## src/rtl/nn_pkg.sv

```systemverilog
// nn_pkg: shared fixed-point types and FSM state encoding for the layer
// sequencer and its multiplier.
//   fixed_t     : signed Q7.24 value (1 sign, 7 integer, 24 fraction bits)
//   FRAC_BITS   : number of fraction bits in fixed_t
//   FIXED_MAX/MIN : saturation limits used when SEQ_SATURATE_EN is defined
//   seq_state_t : sequencer FSM states
//   idx_w()     : address width for an N-entry memory, never below one bit
package nn_pkg;

  localparam int unsigned FRAC_BITS = 24;

  typedef logic signed [31:0] fixed_t;

  localparam fixed_t FIXED_MAX = 32'sh7FFF_FFFF;
  localparam fixed_t FIXED_MIN = 32'sh8000_0000;

  typedef enum logic [2:0] {
    IDLE,
    LOAD,
    MAC,
    WRITE,
    DONE
  } seq_state_t;

  // $clog2(1) is 0; a single-entry memory still gets a 1-bit address.
  function automatic int unsigned idx_w(input int unsigned n);
    return (n > 1) ? $clog2(n) : 1;
  endfunction

endpackage

```

## src/rtl/fixed_mul_q7_24.sv

```systemverilog
// fixed_mul_q7_24: combinational signed Q7.24 x Q7.24 multiplier.
//   a, b : Q7.24 operands
//   p    : Q7.24 product = bits [55:24] of the 64-bit signed product
//          (truncation toward minus infinity, no rounding)
// Build option: SEQ_SATURATE_EN -- when defined, products outside the
// Q7.24 range clamp to FIXED_MAX / FIXED_MIN instead of wrapping.
module fixed_mul_q7_24
  import nn_pkg::*;
(
  input  fixed_t a,
  input  fixed_t b,
  output fixed_t p
);

  logic signed [63:0] full;

  assign full = $signed({{32{a[31]}}, a}) * $signed({{32{b[31]}}, b});

`ifdef SEQ_SATURATE_EN
  logic signed [63:0] shifted;

  assign shifted = full >>> FRAC_BITS;

  // The shifted product fits in 32 bits only when its upper half is a pure
  // sign extension of bit 31.
  always_comb begin
    if (shifted == {{32{shifted[31]}}, shifted[31:0]}) begin
      p = fixed_t'(shifted);
    end else begin
      p = shifted[63] ? FIXED_MIN : FIXED_MAX;
    end
  end
`else
  assign p = fixed_t'(full >>> FRAC_BITS);
`endif

endmodule

```

## src/rtl/layer_sequencer.sv

```systemverilog
// layer_sequencer: evaluates one fully connected neural-network layer with
// ReLU activation, time-sharing one Q7.24 multiplier across all neurons.
// Per neuron: LOAD (acc <= bias), PREV_LAYER_OUTPUTS MAC cycles, WRITE
// (one out_valid strobe); after the last neuron a one-cycle DONE.
// Ports:
//   clk, rst_n       : rising-edge clock, asynchronous active-low reset
//   start            : pulse requesting a layer evaluation (IDLE only)
//   busy             : high in LOAD, MAC and WRITE
//   done             : one-cycle pulse in the DONE state
//   in_addr/in_data  : input vector read port (combinational read)
//   w_addr/w_data    : weight read port, address n*PREV_LAYER_OUTPUTS+j
//   b_addr/b_data    : bias read port
//   out_valid/out_idx/out_data : ReLU result of neuron out_idx
// Build option: SEQ_SATURATE_EN -- saturate products and accumulation to
// the Q7.24 range; otherwise both wrap in 32-bit two's complement.
module layer_sequencer
  import nn_pkg::*;
#(
  parameter int unsigned NEURONS            = 2,
  parameter int unsigned PREV_LAYER_OUTPUTS = 3
) (
  input  logic                                          clk,
  input  logic                                          rst_n,
  input  logic                                          start,
  output logic                                          busy,
  output logic                                          done,
  output logic [idx_w(PREV_LAYER_OUTPUTS)-1:0]          in_addr,
  input  logic [31:0]                                   in_data,
  output logic [idx_w(NEURONS*PREV_LAYER_OUTPUTS)-1:0]  w_addr,
  input  logic [31:0]                                   w_data,
  output logic [idx_w(NEURONS)-1:0]                     b_addr,
  input  logic [31:0]                                   b_data,
  output logic                                          out_valid,
  output logic [idx_w(NEURONS)-1:0]                     out_idx,
  output logic [31:0]                                   out_data
);

  localparam int unsigned IW = idx_w(PREV_LAYER_OUTPUTS);
  localparam int unsigned WW = idx_w(NEURONS * PREV_LAYER_OUTPUTS);
  localparam int unsigned NW = idx_w(NEURONS);

  localparam logic [IW-1:0] J_LAST = IW'(PREV_LAYER_OUTPUTS - 1);
  localparam logic [NW-1:0] N_LAST = NW'(NEURONS - 1);

  seq_state_t    state_q, state_d;
  fixed_t        acc_q, acc_d;
  logic [NW-1:0] n_q, n_d;
  logic [IW-1:0] j_q, j_d;
  logic [WW-1:0] w_ptr_q, w_ptr_d;

  fixed_t prod;
  fixed_t acc_sum;

  fixed_mul_q7_24 u_mul (
    .a (in_data),
    .b (w_data),
    .p (prod)
  );

`ifdef SEQ_SATURATE_EN
  logic [32:0] sum_wide;

  always_comb begin
    sum_wide = {acc_q[31], acc_q} + {prod[31], prod};
    if (sum_wide[32] != sum_wide[31]) begin
      acc_sum = sum_wide[32] ? FIXED_MIN : FIXED_MAX;
    end else begin
      acc_sum = sum_wide[31:0];
    end
  end
`else
  always_comb begin
    acc_sum = acc_q + prod;
  end
`endif

  always_ff @(posedge clk or negedge rst_n) begin
    if (!rst_n) begin
      state_q <= IDLE;
      acc_q   <= '0;
      n_q     <= '0;
      j_q     <= '0;
      w_ptr_q <= '0;
    end else begin
      state_q <= state_d;
      acc_q   <= acc_d;
      n_q     <= n_d;
      j_q     <= j_d;
      w_ptr_q <= w_ptr_d;
    end
  end

  // Outputs are decoded from the registered state so that reset clears
  // them at once. w_addr = n*P+j is kept as a running pointer: MAC cycles
  // walk the weight memory contiguously across neurons, so it only needs
  // an increment per MAC cycle and a clear on start.
  // busy stays low in DONE so that it drops together with the done pulse.
  always_comb begin
    state_d   = state_q;
    acc_d     = acc_q;
    n_d       = n_q;
    j_d       = j_q;
    w_ptr_d   = w_ptr_q;
    busy      = 1'b0;
    done      = 1'b0;
    out_valid = 1'b0;
    out_idx   = '0;
    out_data  = '0;
    in_addr   = '0;
    w_addr    = '0;
    b_addr    = '0;

    case (state_q)
      IDLE: begin
        if (start) begin
          n_d     = '0;
          w_ptr_d = '0;
          state_d = LOAD;
        end
      end

      LOAD: begin
        busy    = 1'b1;
        b_addr  = n_q;
        acc_d   = b_data;
        j_d     = '0;
        state_d = MAC;
      end

      MAC: begin
        busy    = 1'b1;
        in_addr = j_q;
        w_addr  = w_ptr_q;
        acc_d   = acc_sum;
        w_ptr_d = w_ptr_q + 1'b1;
        j_d     = j_q + 1'b1;
        if (j_q == J_LAST) begin
          state_d = WRITE;
        end
      end

      WRITE: begin
        busy      = 1'b1;
        out_valid = 1'b1;
        out_idx   = n_q;
        out_data  = acc_q[31] ? '0 : acc_q;
        if (n_q == N_LAST) begin
          state_d = DONE;
        end else begin
          n_d     = n_q + 1'b1;
          state_d = LOAD;
        end
      end

      DONE: begin
        done    = 1'b1;
        state_d = IDLE;
      end

      default: begin
        state_d = IDLE;
      end
    endcase
  end

endmodule

```

## config.mk

```make
export PLATFORM = sky130hd
export DESIGN_NAME = layer_sequencer
export DESIGN_NICKNAME = d
export VERILOG_FILES = /design/src/rtl/nn_pkg.sv /design/src/rtl/fixed_mul_q7_24.sv /design/src/rtl/layer_sequencer.sv
export SDC_FILE = /design/constraint.sdc
export NUM_CORES = 2
export LEC_CHECK = 0
export CELL_PAD_IN_SITES_DETAIL_PLACEMENT = 0
export CELL_PAD_IN_SITES_GLOBAL_PLACEMENT = 1
export CORE_MARGIN = 8
export CORE_UTILIZATION = 30
export DETAILED_ROUTE_END_ITERATION = 12
export GPL_TIMING_DRIVEN = 1
export HOLD_SLACK_MARGIN = 0.06
export PLACE_DENSITY = 0.69
export SYNTH_ARGS = -nofsm -noshare
export SYNTH_HDL_FRONTEND = slang
export SYNTH_HIERARCHICAL = 1
export SYNTH_SLANG_ARGS = --single-unit
```

## constraint.sdc

```tcl
create_clock -name clk -period 2.7 [get_ports clk]
set_input_delay 0.405 -clock clk [delete_from_list [all_inputs] [get_ports clk]]
set_output_delay 0.405 -clock clk [all_outputs]
set_load 0.01 [all_outputs]
```

==> results_dict.tcl <==
set metrics [dict create \
    hp-class "in2async" \
    worstSetupPathType "in2reg" \
    dr.pass1.iters 6 \
    htreeDepth 2 \
    start_util_pct 30.1 \
    syn_area_um2 36500 \
    netlist_top_cells_area "fa_1, inv_1, and2_1" \
    synth_xor_area_share_pct 2.14 \
    yosysUniqueCellTypes 77 \
    finalHoldViolations 0 \
    netlist_instances 4008 \
    cp-end-kind "flop" \
    synth-simple-area-share_pct 17.2 \
    grt_usage_pct 17.7 \
    grt_pass1_wl_mm 184 \
    fin_skew_ns 0.00386 \
    top_level_ports 141 \
    timing.fmax_mhz 112 \
    die_w_um 365 \
    drive_gt1_share_pct 23.1 \
    max_slew.worst_pin.slew_ns 1.12 \
    area_delta_synth_final_pct 31.8 \
    antenna_found_initial 15 \
    synth.mux.area_fraction_pct 0.0274 \
    dp_hpwl_mm 90.5 \
    timing.final.ws_setup_ns -6.21 \
    port_buffers 139 \
    cap_violations 0 \
    overflow 0 \
    required_ns 2.89 \
    final_common_cell "fa_1" \
    whs_ns 0.277 \
    wirelength_mm 116 \
    ys_seq_elements 41 \
    violations "setup timing" \
    yosysTopAreaCell "fa_1" \
    grt_pass1_vias 31850 \
    wire_per_inst_um 18.6 \
    synth_top_family_by_area "adder cells" \
    cp_common_cell "fa_1" \
    cts-root-buf "clkbuf_16" \
    yosys.area.top_type_share_pct 53.9 \
    core_area_um2 121000 \
    synth_ff_type "dfrtp_1" \
    cts.sinks 41 \
    cpPeakStageDelay_ns 0.59 \
    cts_tree "yes" \
    via_per_inst 4.62 \
    clkSlewWorstSetupHoldPaths_ns 0.07 \
    drt_iter0_drc 1434 \
    numCtsBuffers 5 \
    synth_adder_area_share_pct 60.9 \
    routabilityCongestion 0.852 \
    fp.dieH_um 365 \
    slew_headroom_pct 25.0 \
    crit_fanout 13 \
    synth-compound-area-share_pct 5.15 \
    critical_path.startpoint_type "input port" \
    seq_area_frac_synth_pct 2.81 \
    rows 128 \
    clock_latency_ns 0.29 \
    rsz0062_at_grt "true" \
    final_cell_mix "fa_1, inv_1, nand2_1" \
    async_flop_share_pct 100 \
    synth_edf_count 0 \
    grt_max_degree 42 \
    nets 5900 \
    final-setup-viol-count 32 \
    yosys_warnings 6 \
    outcome "finished with violations" \
    final-max-slew-violation-count 0 \
    die_area_um2 133000 \
    finalCritPeriodShare_pct 330 \
    synth_fp_nets 5294 \
    crit_arrival_ns 9.09 \
    vias 28832 \
    min_period_ns 8.91 \
    clock_path_buffers 2 \
    antenna_left 0 \
    drc 0 \
    avgSynthCellArea_um2 9.11 \
    cp_slowest_cell "fa_1" \
]
registers in the layout, indices dropped and copies added (netlist names):
name	count
n_q	1
w_ptr_q	3
state_q	3
j_q	2
acc_q	32
path summary, 6_finish.rpt:
path,cells after the start,start,endpoint,slack [ns]
max,31,w_data[8],acc_q[26],-6.21
min,1,rst_n,state_q[2],0.28
max reg2reg,11,acc_q[0],acc_q[26],-0.22
min reg2reg,1,w_ptr_q[2],w_ptr_q[2],0.51
max in group asynchronous,1,rst_n,state_q[2],1.77
min in group clk,1,w_ptr_q[2],w_ptr_q[2],0.51
through the flow:
| step | utilization [%] | std cells | setup WS [ns] | area (um^2) | TNS (ns) |
|---|---|---|---|---|---|
| after floorplan | - | 4008 | -5.85 | 37200 | -163.38 |
| after global placement | 36.5 | 6072 | -7.10 | 44200 | -208.00 |
| after detailed placement | 36.5 | 6072 | -7.14 | 44200 | -207.95 |
| after CTS | 39.2 | 6217 | -6.22 | 47500 | -180.77 |
| after global routing | 39.7 | 6241 | -6.55 | 48100 | -192.69 |
| final | 39.7 | 6247 | -6.21 | 48100 | -182.45 |
cell families (layout without fill, tap and decap cells):
logic type               count (synthesis)  count (layout)
other                                    1               8
AO/OA/AOI/OAI                          277             277
multiplexers                             1               1
XOR/XNOR                                89              89
AND/OR/NAND/NOR                       1279            1279
buffers and inverters                 1133            1740
adder cells (fa/ha/maj)               1187            1187
flip-flops                              41              41
cell type report:
| cell class | instances | area [um^2] |
|---|---|---|
| Antenna cell | 7 | 17.5 |
| Clock buffer | 5 | 125 |
| Clock inverter | 3 | 46.3 |
| Fill cell | 12091 | 73100 |
| Inverter | 918 | 3450 |
| Multi-Input combinational cell | 2834 | 32800 |
| Sequential cell | 41 | 1030 |
| Tap cell | 1625 | 2030 |
| Timing Repair Buffer | 814 | 8600 |
Yosys cell counts, drive strengths merged, types with 13 or more instances:
master    n
a211oi   13
a21o     34
a21oi    78
a22oi    14
a31oi    15
and2    491
and3     21
clkbuf  212
dfrtp    41
fa      983
ha      204
inv     918
nand2   612
nand3    20
nor2     78
nor3     16
o21ai    56
xnor2    63
xor2     26
timing repair:
action	4_1_cts	5_1_grt
cloned	34	2
resized for setup	540	121
buffers inserted	110	29
endpoints found under the setup margin	33	63
pin swaps	239	125
hold buffers	0	0
routing by layer:
layer	vias to the layer above	global-route usage (%)	part of all wire, %
li1	12880	-	-
met1	15064	23.4	42
met2	723	30.8	50
met3	163	2.35	5.4
met4	2	4.18	3.0
met5	-	0	0.011
worst max-delay path: cells and delay by family:
family	cells	cell delay, ns
simple gates	6	0.90
compound gates	10	2.34
buf+inv	4	0.55
fa+ha+maj	10	4.75
xor+xnor	1	0.14
Power is left out: the tool's default activity adds up to more than one toggle a clock period on the data nets, which glitch-free logic cannot reach.
